`src/rtl/fmp_pkg.sv`:
```
// Shared types and helpers for the multi-point blob locator.
// Coordinate width and match distance are fixed here and used by every fmp_* module.
`timescale 1ns/1ps
package fmp_pkg;

  localparam int W     = 16;
  localparam int DIST  = 2;
  localparam int N_PTS = 4;

  typedef struct packed {
    logic         valid;
    logic [W-1:0] min_h;
    logic [W-1:0] max_h;
    logic [W-1:0] min_v;
    logic [W-1:0] max_v;
  } box_t;

  // Midpoint of two coordinates; the sum carries one extra bit so it cannot wrap.
  function automatic logic [W-1:0] centre(input logic [W-1:0] a, input logic [W-1:0] b);
    logic [W:0] sum;
    sum = {1'b0, a} + {1'b0, b};
    return sum[W:1];
  endfunction

  function automatic logic [N_PTS-1:0] lowest_one(input logic [N_PTS-1:0] x);
    return x & (~x + N_PTS'(1));
  endfunction

  function automatic logic [W-1:0] popcount(input logic [N_PTS-1:0] x);
    logic [W-1:0] n;
    n = '0;
    for (int i = 0; i < N_PTS; i++) begin
      n = n + W'(x[i]);
    end
    return n;
  endfunction

endpackage

```
`src/rtl/fmp_cluster.sv`:
```
// One point cluster: holds a bounding box, flags whether the current pixel is close
// enough to join it, and grows or opens the box when the top level says so.
`timescale 1ns/1ps
module fmp_cluster
  import fmp_pkg::*;
(
  input  logic         clk_i,
  input  logic         rst_ni,
  input  logic         clear_i,
  input  logic         grant_i,
  input  logic         open_i,
  input  logic [W-1:0] h_i,
  input  logic [W-1:0] v_i,
  output logic         match_o,
  output logic         valid_o,
  output logic [W-1:0] centre_h_o,
  output logic [W-1:0] centre_v_o
);

  box_t       box_q, box_d;
  logic [W:0] lo_h_s, hi_h_s, hi_v_s;

  // Match window; upper bounds use W+1 bits so a box at the top of the range never wraps.
  always_comb begin
    if ({1'b0, box_q.min_h} >= (W+1)'(DIST)) begin
      lo_h_s = {1'b0, box_q.min_h} - (W+1)'(DIST);
    end else begin
      lo_h_s = '0;
    end
    hi_h_s  = {1'b0, box_q.max_h} + (W+1)'(DIST);
    hi_v_s  = {1'b0, box_q.max_v} + (W+1)'(DIST);
    match_o = box_q.valid
            & ({1'b0, h_i} >= lo_h_s)
            & ({1'b0, h_i} <= hi_h_s)
            & ({1'b0, v_i} <= hi_v_s);
  end

  // Box next state: opening beats growing beats the frame-start clear.
  always_comb begin
    box_d = box_q;
    if (open_i) begin
      box_d.valid = 1'b1;
      box_d.min_h = h_i;
      box_d.max_h = h_i;
      box_d.min_v = v_i;
      box_d.max_v = v_i;
    end else if (grant_i) begin
      box_d.min_h = (h_i < box_q.min_h) ? h_i : box_q.min_h;
      box_d.max_h = (h_i > box_q.max_h) ? h_i : box_q.max_h;
      box_d.max_v = (v_i > box_q.max_v) ? v_i : box_q.max_v;
    end else if (clear_i) begin
      box_d = '0;
    end else begin
      box_d = box_q;
    end
  end

  // Box register.
  always_ff @(posedge clk_i or negedge rst_ni) begin
    if (!rst_ni) begin
      box_q <= '0;
    end else begin
      box_q <= box_d;
    end
  end

  assign valid_o    = box_q.valid;
  assign centre_h_o = centre(box_q.min_h, box_q.max_h);
  assign centre_v_o = centre(box_q.min_v, box_q.max_v);

endmodule

```
`src/rtl/find_multi_points.sv`:
```
// Streaming blob locator: groups white pixels of a frame into up to four clusters and
// publishes their centres, valid mask, count and a pixel-count/overflow word at frame end.
`timescale 1ns/1ps
module find_multi_points
  import fmp_pkg::*;
(
  input  logic         CLK,
  input  logic         RST_N,
  input  logic         VGA_HS,
  input  logic         VGA_VS,
  input  logic         BINARY_FLAG,
  input  logic [W-1:0] H_CNT,
  input  logic [W-1:0] V_CNT,
  output logic [W-1:0] o_POINTS_H_0,
  output logic [W-1:0] o_POINTS_V_0,
  output logic [W-1:0] o_POINTS_H_1,
  output logic [W-1:0] o_POINTS_V_1,
  output logic [W-1:0] o_POINTS_H_2,
  output logic [W-1:0] o_POINTS_V_2,
  output logic [W-1:0] o_POINTS_H_3,
  output logic [W-1:0] o_POINTS_V_3,
  output logic [W-1:0] o_POINTS_GROUP,
  output logic [W-1:0] o_POINTS_NUM,
  output logic [W-1:0] test
);

  logic vs_q, vs_d;
  logic armed_q, armed_d;
  logic in_frame_q, in_frame_d;
  logic pub_q, pub_d;
  logic [W-2:0] cnt_q, cnt_d;
  logic ovf_q, ovf_d;

  logic rise_s, fall_s, pix_s, ovf_hit_s;
  logic [N_PTS-1:0] match_raw_s, match_s, valid_s, free_s, grant_s, open_s;
  logic [W-1:0] cen_h_s [N_PTS];
  logic [W-1:0] cen_v_s [N_PTS];

  logic [W-1:0] pts_h_q [N_PTS];
  logic [W-1:0] pts_v_q [N_PTS];
  logic [W-1:0] group_q, num_q, test_q;

  for (genvar k = 0; k < N_PTS; k++) begin : g_clu
    fmp_cluster u_clu (
      .clk_i      (CLK),
      .rst_ni     (RST_N),
      .clear_i    (rise_s),
      .grant_i    (grant_s[k]),
      .open_i     (open_s[k]),
      .h_i        (H_CNT),
      .v_i        (V_CNT),
      .match_o    (match_raw_s[k]),
      .valid_o    (valid_s[k]),
      .centre_h_o (cen_h_s[k]),
      .centre_v_o (cen_v_s[k])
    );
  end

  // Frame tracking: after reset nothing is accumulated until VS has been seen low and
  // then rises, so a frame interrupted by reset is never reported.
  always_comb begin
    armed_d    = armed_q | ~VGA_VS;
    vs_d       = VGA_VS;
    rise_s     = VGA_VS & ~vs_q & armed_q;
    fall_s     = ~VGA_VS & vs_q & in_frame_q;
    pub_d      = fall_s;
    in_frame_d = in_frame_q;
    if (rise_s) begin
      in_frame_d = 1'b1;
    end else if (fall_s) begin
      in_frame_d = 1'b0;
    end else begin
      in_frame_d = in_frame_q;
    end
    pix_s = VGA_VS & VGA_HS & BINARY_FLAG & (in_frame_q | rise_s);
  end

  // Grants: lowest matching cluster grows; otherwise lowest free cluster opens.
  always_comb begin
    match_s   = match_raw_s & {N_PTS{pix_s & ~rise_s}};
    free_s    = rise_s ? {N_PTS{1'b1}} : ~valid_s;
    grant_s   = lowest_one(match_s);
    open_s    = '0;
    ovf_hit_s = 1'b0;
    if (pix_s && (match_s == '0)) begin
      open_s    = lowest_one(free_s);
      ovf_hit_s = (free_s == '0);
    end else begin
      open_s    = '0;
      ovf_hit_s = 1'b0;
    end
  end

  // Saturating white-pixel counter and overflow flag, both restarted at frame start.
  always_comb begin
    cnt_d = rise_s ? '0 : cnt_q;
    ovf_d = rise_s ? 1'b0 : ovf_q;
    if (pix_s && (cnt_d != {(W-1){1'b1}})) begin
      cnt_d = cnt_d + (W-1)'(1);
    end else begin
      cnt_d = cnt_d;
    end
    if (ovf_hit_s) begin
      ovf_d = 1'b1;
    end else begin
      ovf_d = ovf_d;
    end
  end

  // Control and accumulator registers.
  always_ff @(posedge CLK or negedge RST_N) begin
    if (!RST_N) begin
      vs_q       <= 1'b0;
      armed_q    <= 1'b0;
      in_frame_q <= 1'b0;
      pub_q      <= 1'b0;
      cnt_q      <= '0;
      ovf_q      <= 1'b0;
    end else begin
      vs_q       <= vs_d;
      armed_q    <= armed_d;
      in_frame_q <= in_frame_d;
      pub_q      <= pub_d;
      cnt_q      <= cnt_d;
      ovf_q      <= ovf_d;
    end
  end

  // Output registers, loaded one cycle after the frame end is seen.
  always_ff @(posedge CLK or negedge RST_N) begin
    if (!RST_N) begin
      for (int k = 0; k < N_PTS; k++) begin
        pts_h_q[k] <= '0;
        pts_v_q[k] <= '0;
      end
      group_q <= '0;
      num_q   <= '0;
      test_q  <= '0;
    end else if (pub_q) begin
      for (int k = 0; k < N_PTS; k++) begin
        pts_h_q[k] <= valid_s[k] ? cen_h_s[k] : '0;
        pts_v_q[k] <= valid_s[k] ? cen_v_s[k] : '0;
      end
      group_q <= {{(W-N_PTS){1'b0}}, valid_s};
      num_q   <= popcount(valid_s);
      test_q  <= {ovf_q, cnt_q};
    end
  end

  assign o_POINTS_H_0   = pts_h_q[0];
  assign o_POINTS_V_0   = pts_v_q[0];
  assign o_POINTS_H_1   = pts_h_q[1];
  assign o_POINTS_V_1   = pts_v_q[1];
  assign o_POINTS_H_2   = pts_h_q[2];
  assign o_POINTS_V_2   = pts_v_q[2];
  assign o_POINTS_H_3   = pts_h_q[3];
  assign o_POINTS_V_3   = pts_v_q[3];
  assign o_POINTS_GROUP = group_q;
  assign o_POINTS_NUM   = num_q;
  assign test           = test_q;

endmodule

```
`config.mk`:
```
export PLATFORM = sky130hd
export DESIGN_NAME = find_multi_points
export DESIGN_NICKNAME = d
export VERILOG_FILES = /design/src/rtl/fmp_pkg.sv /design/src/rtl/fmp_cluster.sv /design/src/rtl/find_multi_points.sv
export SDC_FILE = /design/constraint.sdc
export NUM_CORES = 2
export LEC_CHECK = 0
export BUFFER_PORTS_ARGS = -buffer_cell sky130_fd_sc_hd__buf_2
export CAP_MARGIN = 20
export CELL_PAD_IN_SITES_DETAIL_PLACEMENT = 1
export CELL_PAD_IN_SITES_GLOBAL_PLACEMENT = 2
export CORE_MARGIN = 2
export CORE_UTILIZATION = 40
export CTS_BUF_LIST = sky130_fd_sc_hd__clkbuf_8
export DETAILED_ROUTE_END_ITERATION = 10
export GPL_TIMING_DRIVEN = 0
export PLACE_DENSITY = 0.91
export SETUP_SLACK_MARGIN = 0.3
export SLEW_MARGIN = 10
export SYNTH_ARGS = -nofsm -noshare
export SYNTH_HDL_FRONTEND = slang
export SYNTH_SLANG_ARGS = --single-unit
```
`constraint.sdc`:
```
create_clock -name CLK -period 5.5 [get_ports CLK]
set_clock_uncertainty 0.05 [all_clocks]
set_input_delay 1.1 -clock CLK [delete_from_list [all_inputs] [get_ports CLK]]
set_output_delay 1.1 -clock CLK [all_outputs]
set_load 0.1 [all_outputs]
```
==> flow_summary.ini <==
[yosys]
post_synth_num_cell_types = 90
compound_cell_area_share_of_the_yosys_netlist_pct = 17.0
synthXorXnorAreaFrac_pct = 6.49
synth.ff_latch_count = 431
dominantRegCellSynth = dfrtp_1
yosys-top-cells-area = dfrtp_1, ha_1, xnor2_1
yosys.area_share.simple_pct = 15.4
post_synth_fa_ha_maj_area_fraction_pct = 19.2
dominant_combinational_cell_family_by_area_after_synthesis = adder cells
synth_sequential_area_ratio_pct = 31.8
synthCells = 3669
postSynthAreaPerCell_um2 = 9.24
synthArstFlopShare_pct = 100
synth_warnings = 0
synthDominantCellAreaShare_pct = 31.8
synthDominantAreaCellType = dfrtp_1
synth_edf_count = 0
synth.cell_area_um2 = 33900
muxShareOfSynthArea_pct = 5.01

[pwr]
ir_worst_vdd_mv = 0.228
power.total_uw = 9130
pwr_density_cell_nw_per_um2 = 235
static_power_due_to_leakage_uw = 0.0186

[clock_tree]
tritoncts.num_buffers = 81
clk_pin_slew_worst_paths_ns = 0.07
total_number_of_clock_tree_sinks = 431
cts_htree_levels = 3
cts_root_buf = clkbuf_8
cts_tree = done
insertion_delay_ns = 0.69
clk_path_buf_depth = 3

[grt]
largest_net_degree_at_the_start_of_global_routing = 109
grt_antenna_before_repair = 3
grtUsageMet1_pct = 36.3
global_route.usage.met3_pct = 5.04
grt_pass1_wl_um = 185000
gr-max-usage-layer = met2
globalRoute.totalOverflow = 0
globalRouteTotalUtil_pct = 27.6
vias_in_the_first_global_route = 31302
met2_usage_pct = 45.6

[routing]
final_antenna_net_count = 0
drt_wl_total_um = 121000
firstDrtPassIters = 5
drt-initial-drc-count = 1631
routedWlPerCell_um = 23.2
detail_route.vias_per_cell = 5.73
vias_after_detailed_routing = 29869
drt_drc_violations_left = 0

[sta]
timing_hold_violations_final = 0
worst-slew-pin-transition_ns = 1.11
max_freq_mhz = 199
slew_headroom_pct = 26.2
part_of_the_cycle_the_worst_path_needs_pct = 91.4
hold_ws_ns = 0.367
grt_setup_unrepaired = no
report.final.slew_viol_count = 0
time_the_worst_path_needs_with_i_o_delays_and_setup_ns = 5.03
setup-violations-final = 0
setup_ws_ns = 0.474

[finish]
final_net_count = 4569
layout-area-overhead-vs-synth_pct = 14.8
fin_area_um2 = 38900
share_of_post_route_cells_with_drive_strength_above_1_pct = 12.8
utilization_pct = 46.4

[critical_path]
worst_setup_path_startpoint = g_clu[2].u_clu.box_q[57]$_DFFE_PN0P_
crit_family = simple AND/OR/NAND/NOR gates
worst_ep_required_time_ns = 6.02
crit_type = flip-flop to flip-flop
crit-reg2reg-launch = g_clu[2].u_clu.box_q[57]$_DFFE_PN0P_
critical_path_s_slowest_cell = or4_4
worstSetupEndpointType = flip-flop
worstPathArrival_ns = 5.55
path_cells = or4_4, or4_1, or2_2, nor2_2, nand2_2, clkbuf_4, nand2_1, ha_1, a211oi_1, o22ai_1, nor2_1, a21oi_2, o2111ai_4, o211ai_4, or4_4, buf_6, o31ai_4, buf_4, mux2i_1
timing.critical_path.buf_inv = 3
worst_path_most_repeated_cell = or4_4
path_max_fanout = 10
max_stage_delay_ns = 0.57
startpoint_kind_of_the_worst_setup_timing_path = flip-flop

[flow_run]
max_cap_violations = 0

[die]
area_of_the_die_um2 = 87100
design.portCount = 213
chipWidth_um = 295
core_region_area_um2 = 83800
die-height_um = 295
placementRows = 106
start_util_pct = 40.4

[placed_design]
port-buffer-count = 187
placed_cell_area_um2 = 36500
global_placer_s_final_weighted_congestion = 0.885
place.detailed.hpwl_um = 90500
dp_slack_ns = -0.452

[hold_path]
worst_hold_path_type = primary input to asynchronous set/reset pin

[run_status]
run_status = complete, no violations
## cells in the mapped netlist, drive strengths merged (42+ instances only)
| library cell | count |
|---|---|
| inv | 275 |
| buf | 52 |
| xnor2 | 215 |
| a22o | 131 |
| nand4 | 74 |
| dfrtp | 431 |
| mux2i | 146 |
| clkbuf | 71 |
| nor3 | 63 |
| nand2 | 420 |
| nand3 | 153 |
| a21o | 89 |
| a21oi | 161 |
| ha | 507 |
| nor2 | 136 |
| o21ai | 170 |
| and3 | 42 |
## where the power goes
part / internal, µW / leakage, µW / switching [µW]
Clock: 1860 / 0.000972 / 1480
Combinational: 768 / 0.0117 / 1550
Sequential: 3290 / 0.00594 / 167
Total: 5930 / 0.0186 / 3200
## flip-flops by register name (all words and copies together) (netlist names), 16 cells and up
| signal | count |
|---|---|
| g_clu.u_clu.box_q | 256 |
| o_POINTS_H_0 | 16 |
| o_POINTS_H_1 | 16 |
| o_POINTS_H_2 | 16 |
| o_POINTS_H_3 | 16 |
| o_POINTS_V_0 | 16 |
| o_POINTS_V_1 | 16 |
| o_POINTS_V_2 | 16 |
| o_POINTS_V_3 | 16 |
| test | 16 |
## stage by stage
step                setup TNS, ns  std cells
floorplan                       0       3693
global placement         -2466.92       5014
detailed placement         -36.33       5022
CTS                             0       5179
global route                    0       5211
finish                          0       5214
## cells by family after synthesis
logic type,count (synthesis)
buf+inv,399
fa+ha+maj,516
compound gates,824
simple gates,1080
mux,167
other cells,1
flops,431
xor+xnor,251
## cell usage in the layout (no fill, tap or decap), types with 73 or more instances in the layout
cell type | synthesis | routed
nor2_1 | 136 | 134
o21ai_0 | 169 | 166
buf_4 | 32 | 73
clkbuf_8 | 0 | 100
nand2_1 | 420 | 417
ha_1 | 507 | 505
nand3_1 | 152 | 149
a22o_1 | 131 | 131
inv_1 | 274 | 300
a21oi_1 | 160 | 159
mux2i_1 | 146 | 146
nand4_1 | 74 | 74
a21o_1 | 89 | 89
dfrtp_1 | 431 | 423
buf_2 | 6 | 193
xnor2_1 | 215 | 215
## routing by layer
metal	share of wire [%]	vias to the layer above	routed length (µm)
li1	-	13938	-
met4	3.1	0	3810
met5	0	-	0
met3	5.9	201	7180
met2	46	737	55600
met1	45	14993	54600
## final cells by class
class / count / area [µm²]
diodes: 4 / 10.0
inverters: 276 / 1040
fillers: 9769 / 44900
flip-flops and latches: 431 / 10800
multi-input cells: 2863 / 21800
repair buffers: 240 / 1470
well taps: 1134 / 1420
clock buffers: 100 / 1380
clock inverters: 43 / 309
plain buffers: 123 / 723
## path summary, 6_finish.rpt
check	endpoint	slack, ns	cells past startpoint
setup reg to reg	g_clu[1].u_clu.box_q[32]$_DFFE_PN0P_	0.47	19
max in group asynchronous	g_clu[3].u_clu.box_q[35]$_DFFE_PN0P_	3.69	3
setup / recovery	g_clu[1].u_clu.box_q[32]$_DFFE_PN0P_	0.47	19
hold reg to reg	o_POINTS_V_1[15]$_DFFE_PN0P_	0.43	1
min in group CLK	o_POINTS_V_1[15]$_DFFE_PN0P_	0.43	1
hold / removal	g_clu[3].u_clu.box_q[10]$_DFFE_PN0P_	0.37	1
## timing repair
item | 4_1_cts | 5_1_grt
hold buffers | 0 | 0
gates resized for setup | 44 | 60
setup endpoints to repair | 256 | 241
buffers inserted | 14 | 29
pin swaps | 7 | 15
hold endpoints to repair | 0 | 0
(Power assumes the default switching activity.)
